### src/rtl/enemy_walker_if.sv
// Interface: enemy_walker_if
// Purpose : Bundles the per-enemy control inputs (frame tick, tile collision
//           flags, stomp, respawn) with the packed state and dead flag the
//           walker publishes to the renderer/collision bus.
// Signals :
//   tick     1   frame step enable
//   col      4   collision flags {bottom, right, top, left}
//   stomp    1   player landed on the enemy
//   respawn  1   revive request, only honoured while DEAD
//   state_o  32  {xPos, yPos, xSpdEff, ySpeed, xDir, alive}
//   dead     1   enemy is in the DEAD state
// Modports:
//   master  drives the inputs and observes the state (game logic / bench)
//   slave   the enemy_walker itself
interface enemy_walker_if;
   logic        tick;
   logic [3:0]  col;
   logic        stomp;
   logic        respawn;
   logic [31:0] state_o;
   logic        dead;

   modport master (
      output tick, col, stomp, respawn,
      input  state_o, dead
   );

   modport slave (
      input  tick, col, stomp, respawn,
      output state_o, dead
   );
endinterface

### src/rtl/enemy_walker.sv
// Module : enemy_walker
// Purpose: One patrolling enemy. It walks horizontally and bounces off walls by
//          snapping to the tile edge. It falls under gravity when it has no
//          floor, and it dies after a delay when stomped or at once when it
//          falls out of the world. From DEAD it can be respawned.
// Ports  :
//   sim_clk  in   clock
//   reset    in   synchronous, active-high; restores spawn values
//   bus      slave modport of enemy_walker_if (tick/col/stomp/respawn in,
//            state_o/dead out)
module enemy_walker #(
   parameter int X_INIT    = 200,
   parameter int Y_INIT    = 150,
   parameter int X_SPEED   = 3,
   parameter int DIR_INIT  = 1,
   parameter int GRAV      = 1,
   parameter int MAX_FALL  = 8,
   parameter int TILE_LOG2 = 5,
   parameter int DIE_TICKS = 30,
   parameter int Y_LIMIT   = 480
) (
   input logic           sim_clk,
   input logic           reset,
   enemy_walker_if.slave bus
);

   typedef enum logic [1:0] {WALK, FALL, DYING, DEAD} walkState_t;

   localparam int CNT_W = (DIE_TICKS > 1) ? $clog2(DIE_TICKS) : 1;

   localparam logic [9:0]       X_START   = 10'(X_INIT);
   localparam logic [9:0]       Y_START   = 10'(Y_INIT);
   localparam logic [9:0]       X_STEP    = 10'(X_SPEED);
   localparam logic [4:0]       X_SPD5    = 5'(X_SPEED);
   localparam logic             DIR_START = 1'(DIR_INIT);
   localparam logic [5:0]       GRAV6     = 6'(GRAV);
   localparam logic [4:0]       GRAV5     = 5'(GRAV);
   localparam logic [5:0]       MAX_FALL6 = 6'(MAX_FALL);
   localparam logic [9:0]       TILE      = 10'(1 << TILE_LOG2);
   localparam logic [9:0]       TILE_MASK = TILE - 10'd1;
   localparam logic [10:0]      Y_LIM11   = 11'(Y_LIMIT);
   localparam logic [CNT_W-1:0] CNT_START = CNT_W'(DIE_TICKS - 1);

   walkState_t       state;
   logic [9:0]       xPos;
   logic [9:0]       yPos;
   logic [4:0]       ySpeed;
   logic             xDir;
   logic [CNT_W-1:0] cnt;

   logic [9:0]  nextX;
   logic [9:0]  snapX;
   logic        wallHit;
   logic [10:0] fallSum;
   logic        outOfWorld;
   logic [5:0]  accelSpeed;
   logic [4:0]  fallSpeed;
   logic        alive;

   // Candidate horizontal step and its wall-snapped version. A right-wall hit
   // parks the enemy on the last pixel of the tile before the wall. A left-wall
   // hit parks it on the first pixel of the next tile. When both flags are
   // set, the right wall takes precedence.
   always_comb begin
      nextX   = xDir ? (xPos + X_STEP) : (xPos - X_STEP);
      snapX   = nextX;
      wallHit = bus.col[2] | bus.col[0];
      if (bus.col[2]) begin
         snapX = nextX - (nextX & TILE_MASK) - 10'd1;
      end else if (bus.col[0]) begin
         snapX = nextX + (TILE - (nextX & TILE_MASK));
      end
   end

   // The falling-speed update saturates at MAX_FALL. The out-of-world test uses
   // 11 bits so that a position near the top of the 10-bit range does not wrap
   // back into the world.
   always_comb begin
      fallSum    = {1'b0, yPos} + {6'd0, ySpeed};
      outOfWorld = (fallSum >= Y_LIM11);
      accelSpeed = {1'b0, ySpeed} + GRAV6;
      fallSpeed  = (accelSpeed > MAX_FALL6) ? MAX_FALL6[4:0] : accelSpeed[4:0];
   end

   // Main state machine. Reset and respawn-from-DEAD act on any cycle. All
   // other motion and timers advance only on tick. Within a live tick, stomp
   // beats falling out of the world, which beats normal motion. In normal
   // motion, vertical and horizontal updates both happen in the same tick.
   always_ff @(posedge sim_clk) begin
      if (reset) begin
         state  <= WALK;
         xPos   <= X_START;
         yPos   <= Y_START;
         xDir   <= DIR_START;
         ySpeed <= 5'd0;
         cnt    <= '0;
      end else begin
         case (state)
            DEAD: begin
               if (bus.respawn) begin
                  state  <= WALK;
                  xPos   <= X_START;
                  yPos   <= Y_START;
                  xDir   <= DIR_START;
                  ySpeed <= 5'd0;
                  cnt    <= '0;
               end
            end
            DYING: begin
               if (bus.tick) begin
                  if (cnt == '0) begin
                     state <= DEAD;
                  end else begin
                     cnt <= cnt - 1'b1;
                  end
               end
            end
            default: begin
               if (bus.tick) begin
                  if (bus.stomp) begin
                     state  <= DYING;
                     cnt    <= CNT_START;
                     ySpeed <= 5'd0;
                  end else if ((state == FALL) && outOfWorld) begin
                     state <= DEAD;
                  end else begin
                     if (state == WALK) begin
                        if (!bus.col[3]) begin
                           state  <= FALL;
                           ySpeed <= GRAV5;
                        end
                     end else if (!bus.col[3]) begin
                        yPos   <= yPos + {5'd0, ySpeed};
                        ySpeed <= fallSpeed;
                     end else begin
                        yPos   <= yPos & ~TILE_MASK;
                        ySpeed <= 5'd0;
                        state  <= WALK;
                     end
                     xPos <= snapX;
                     if (wallHit) begin
                        xDir <= ~xDir;
                     end
                  end
               end
            end
         endcase
      end
   end

   // The published state is taken only from registers, so it changes on the
   // cycle after the sampling edge.
   always_comb begin
      alive       = (state == WALK) || (state == FALL);
      bus.state_o = {xPos, yPos, (alive ? X_SPD5 : 5'd0), ySpeed, xDir, alive};
      bus.dead    = (state == DEAD);
   end

endmodule

### src/flat_wrapper.sv
// flat-port wrapper written by rule: the top's interface ports become plain ports
module enemy_walker_flat 
#(
   parameter int X_INIT    = 200,
   parameter int Y_INIT    = 150,
   parameter int X_SPEED   = 3,
   parameter int DIR_INIT  = 1,
   parameter int GRAV      = 1,
   parameter int MAX_FALL  = 8,
   parameter int TILE_LOG2 = 5,
   parameter int DIE_TICKS = 30,
   parameter int Y_LIMIT   = 480
)
  (sim_clk, reset, bus_tick, bus_col, bus_stomp, bus_respawn, bus_state_o, bus_dead);
  enemy_walker_if bus_i ();
  input logic sim_clk;
  input logic reset;
  input wire logic [$bits(bus_i.tick)-1:0] bus_tick;
  input wire logic [$bits(bus_i.col)-1:0] bus_col;
  input wire logic [$bits(bus_i.stomp)-1:0] bus_stomp;
  input wire logic [$bits(bus_i.respawn)-1:0] bus_respawn;
  output wire logic [$bits(bus_i.state_o)-1:0] bus_state_o;
  output wire logic [$bits(bus_i.dead)-1:0] bus_dead;
  assign bus_i.tick = bus_tick;
  assign bus_i.col = bus_col;
  assign bus_i.stomp = bus_stomp;
  assign bus_i.respawn = bus_respawn;
  assign bus_state_o = bus_i.state_o;
  assign bus_dead = bus_i.dead;
  enemy_walker #(.X_INIT(X_INIT), .Y_INIT(Y_INIT), .X_SPEED(X_SPEED), .DIR_INIT(DIR_INIT), .GRAV(GRAV), .MAX_FALL(MAX_FALL), .TILE_LOG2(TILE_LOG2), .DIE_TICKS(DIE_TICKS), .Y_LIMIT(Y_LIMIT)) u_core (.sim_clk(sim_clk), .reset(reset), .bus(bus_i));
endmodule
### config.mk
export PLATFORM = sky130hd
export DESIGN_NAME = enemy_walker_flat
export DESIGN_NICKNAME = d
export VERILOG_FILES = /design/src/rtl/enemy_walker_if.sv /design/src/rtl/enemy_walker.sv /design/src/flat_wrapper.sv
export SDC_FILE = /design/constraint.sdc
export NUM_CORES = 1
export LEC_CHECK = 0
export ABC_AREA = 1
export CELL_PAD_IN_SITES_DETAIL_PLACEMENT = 0
export CELL_PAD_IN_SITES_GLOBAL_PLACEMENT = 1
export CORE_MARGIN = 5
export CORE_UTILIZATION = 35
export DETAILED_ROUTE_END_ITERATION = 8
export PLACE_DENSITY = 0.76
export SETUP_SLACK_MARGIN = 0.15
export SYNTH_ARGS = -nofsm -noshare
export SYNTH_HDL_FRONTEND = slang
export SYNTH_SLANG_ARGS = --single-unit
### constraint.sdc
create_clock -name sim_clk -period 2.9 [get_ports sim_clk]
set_clock_uncertainty 0.15 [all_clocks]
set_input_delay 0.29 -clock sim_clk [delete_from_list [all_inputs] [get_ports sim_clk]]
set_output_delay 0.29 -clock sim_clk [all_outputs]
set_load 0.01 [all_outputs]
==> results.txt <==
Core box area -> 0.008636 mm2
Inserted Diodes -> 0
Endpoints failing hold -> 0
First-pass GRT wire length -> 14220 um
Vias per cell -> 4.982
Most common cell after layout, fill and taps aside -> nand2_1
DRC errors left -> 0
Layout area overhead -> 33.91%
WL final -> 8805 um
Nets -> 590
Most used cell, CP -> nand2_1
CP arrival -> 2720 ps
Yosys cell types -> 44
CTS Sinks -> 33
# IOs -> 42
CP max FO -> 6
Most frequent cells in the layout -> nand2_1 (117), inv_1 (57), nand3_1 (44)
Worst min path class -> flip-flop to flip-flop
Final slew viol count -> 0
Drt initial violations -> 184
Leading register cell type out of synthesis -> dfxtp_1
Pwr Density -> 422.9 mW/mm2
Syn Inst Count -> 492
Layout cells sized above 1 -> 22.84%
Drt pass-1 iters -> 5
Reg clk slew, reported paths -> 70 ps
Worst-Margin Slew -> 573.5 ps
TritonCTS clock tree -> done
CP endpoint kind -> flip-flop
H-Tree Depth -> 2
#FFs+latches synth -> 33
Die ar. -> 0.01072 mm2
Top cell type's share of synthesized area -> 21.57%
Gp weighted congestion -> 0.8455
Post-DR wirelength/cell -> 13.26 um
Synth top area cells -> dfxtp_1 (22%), nand2_1 (17%), ha_1 (9.8%), nand3_1 (8.5%), inv_1 (8.2%)
DRT antenna net count -> 0
Setup CP Type -> flip-flop to flip-flop
Hold path startpoint -> u_core.yPos[9]
Slew HR -> 61.51%
Hold buffers post-CTS -> 0
FF-to-FF path depth -> 20
CP bufs+invs -> 3
Worst setup SP type -> flip-flop
Vias in the first global route -> 3012
Synthesized area -> 0.003063 mm2
Achievable frequency -> 0.3684 GHz
Crit share post-route -> 93.61%
CP Cell Sequence -> inv_6, fa_2, nand2_1, nand2_2, nor2_2, nand3_2, inv_2, ha_4, inv_1, nand3_2, nand2_4, nor2_4, nand2_1, nand2_1, nand2_2, nand2_1, nand2_1, nor2_1, o21ai_1, nand3_1
Initial Util -> 35.47%
Stages on worst setup path -> 20
Clock insertion delay at the later pin of the skew report -> 290 ps
Setup Viol. Count Final -> 0
Synth Area per Inst -> 6.225 um2
Vias post-DR -> 3308
Clk buf depth -> 2
Min-Delay Path Depth -> 2
Pin count of the biggest net entering global routing -> 22
Leading area contributor after synthesis -> dfxtp_1
GRT overflow -> 0
Slowest Stage Delay on Critical Path -> 380 ps
Crit. Startpoint -> u_core.xDir
Post-synth EDFFs -> 0
Cell Count Post-Placement -> 640
Non-Filler Instances -> 664
Sequential area share after synthesis -> 21.57%
Max-cap viol count -> 0
Clock tree root buffer cell -> clkbuf_8
Die width -> 103.6 um
Num rows -> 34
Leakage -> 1.971 nW
VDD IR max -> 182.3 uV
Synth async-reset ratio -> 0%
Die Span Y -> 103.6 um
CTS buffer count -> 5
Layout fillers -> 893
RSZ-0062 raised after global routing -> true
Setup TNS after final layout -> 0 ps
Antenna violations before repair -> 0
WP data required -> 2910 ps
Outcome -> completed
Tmin final -> 2715 ps
GRT Total Usage -> 15.56%
DPL Wire Length -> 6521 um
Yosys warnings -> 0
RR Startpoint -> u_core.xDir
Port bufs -> 37
Slowest CP cell -> dfxtp_4
Largest delay share family, worst path -> simple AND/OR/NAND/NOR gates
cells by family (layout without fill, tap and decap cells):
logic type | after synthesis | after routing | share of synthesized area (%)
adder cells (fa/ha/maj) | 26 | 26 | 11.11
AND/OR/NAND/NOR | 263 | 264 | 38.44
other | 1 | 3 | 0.1224
flip-flops | 33 | 33 | 21.57
XOR/XNOR | 10 | 10 | 3.105
AO/OA/AOI/OAI | 74 | 74 | 13.97
buffers and inverters | 85 | 146 | 11.68
per-stage QoR:
step / power [mW] / hold slack [ps] / util (%) / setup WS [ps] / instance area, um2
after CTS: 1.641 / 336.1 / 44.18 / 170.8 / 3815
after global placement: 1.243 / 318.6 / 41.89 / 31.94 / 3617
final: 1.734 / 329.9 / 47.49 / 185.4 / 4101
after global routing: 1.870 / 358.8 / 47.49 / -17.81 / 4101
after detailed placement: 1.247 / 329.4 / 41.89 / -23.55 / 3617
after floorplan: 1.038 / 319.8 / - / 176.1 / 3084
layout make-up:
type | count | area, um2 | share of cell area, %
Multi-Input combinational cell | 377 | 2325 | 56.68
Sequential cell | 33 | 671.9 | 16.38
Inverter | 70 | 270.3 | 6.589
Tap cell | 108 | 135.1 | 3.295
Clock buffer | 8 | 80.08 | 1.952
Timing Repair Buffer | 68 | 619.3 | 15.10
power by group:
group          switching (mW)  internal, mW  leakage, nW  total [mW]
clock                   0.174         0.171       0.0395       0.345
combinational           0.503         0.359         1.66       0.862
sequential             0.0366         0.491        0.272       0.528
state kept, by name, indices dropped and copies added, names as in the netlist:
register / count
u_core.cnt: 5
u_core.xPos: 10
u_core.ySpeed: 5
u_core.yPos: 10
u_core.state: 2
u_core.xDir: 1
synthesized netlist by cell type (all sizes together) (2+ instances only):
library cell and n:
nand4 10, ha 24, xnor2 2, fa 2, xor2 8, or2 2
nand2 143, a221oi 2, o21bai 2, a21oi 34, clkbuf 5, o21ai 29
dfxtp 33, nand3 55, buf 10, nor2 43, o211ai 3, nor3 8
inv 69
metal layers:
layer | share of wire [%] | global-route usage [%] | vias to the layer above
met5 | 0 | 0 | -
met3 | 4.4 | 2.861 | 15
met4 | 1.9 | 4.592 | 0
li1 | - | - | 1723
met1 | 48 | 21.82 | 1502
met2 | 46 | 24.23 | 68
final timing paths:
check                                 endpoint  slack, ps
worst max-delay path            u_core.xPos[6]        190
worst min-delay path            u_core.yPos[9]        330
worst max register to register  u_core.xPos[6]        190
worst min register to register  u_core.yPos[9]        330
tightest hold or removal path: stages (launching register included):
cell,delay (ps)
dfxtp_1,340
nand2_1,70
nor2_1,30
what timing repair did:
action,4_1_cts,5_1_grt
buffers inserted,5,10
endpoints found under the setup margin,18,26
cloned,1,0
pin swaps,2,24
resized for setup,19,57
Power figures use the tool's default switching activity.
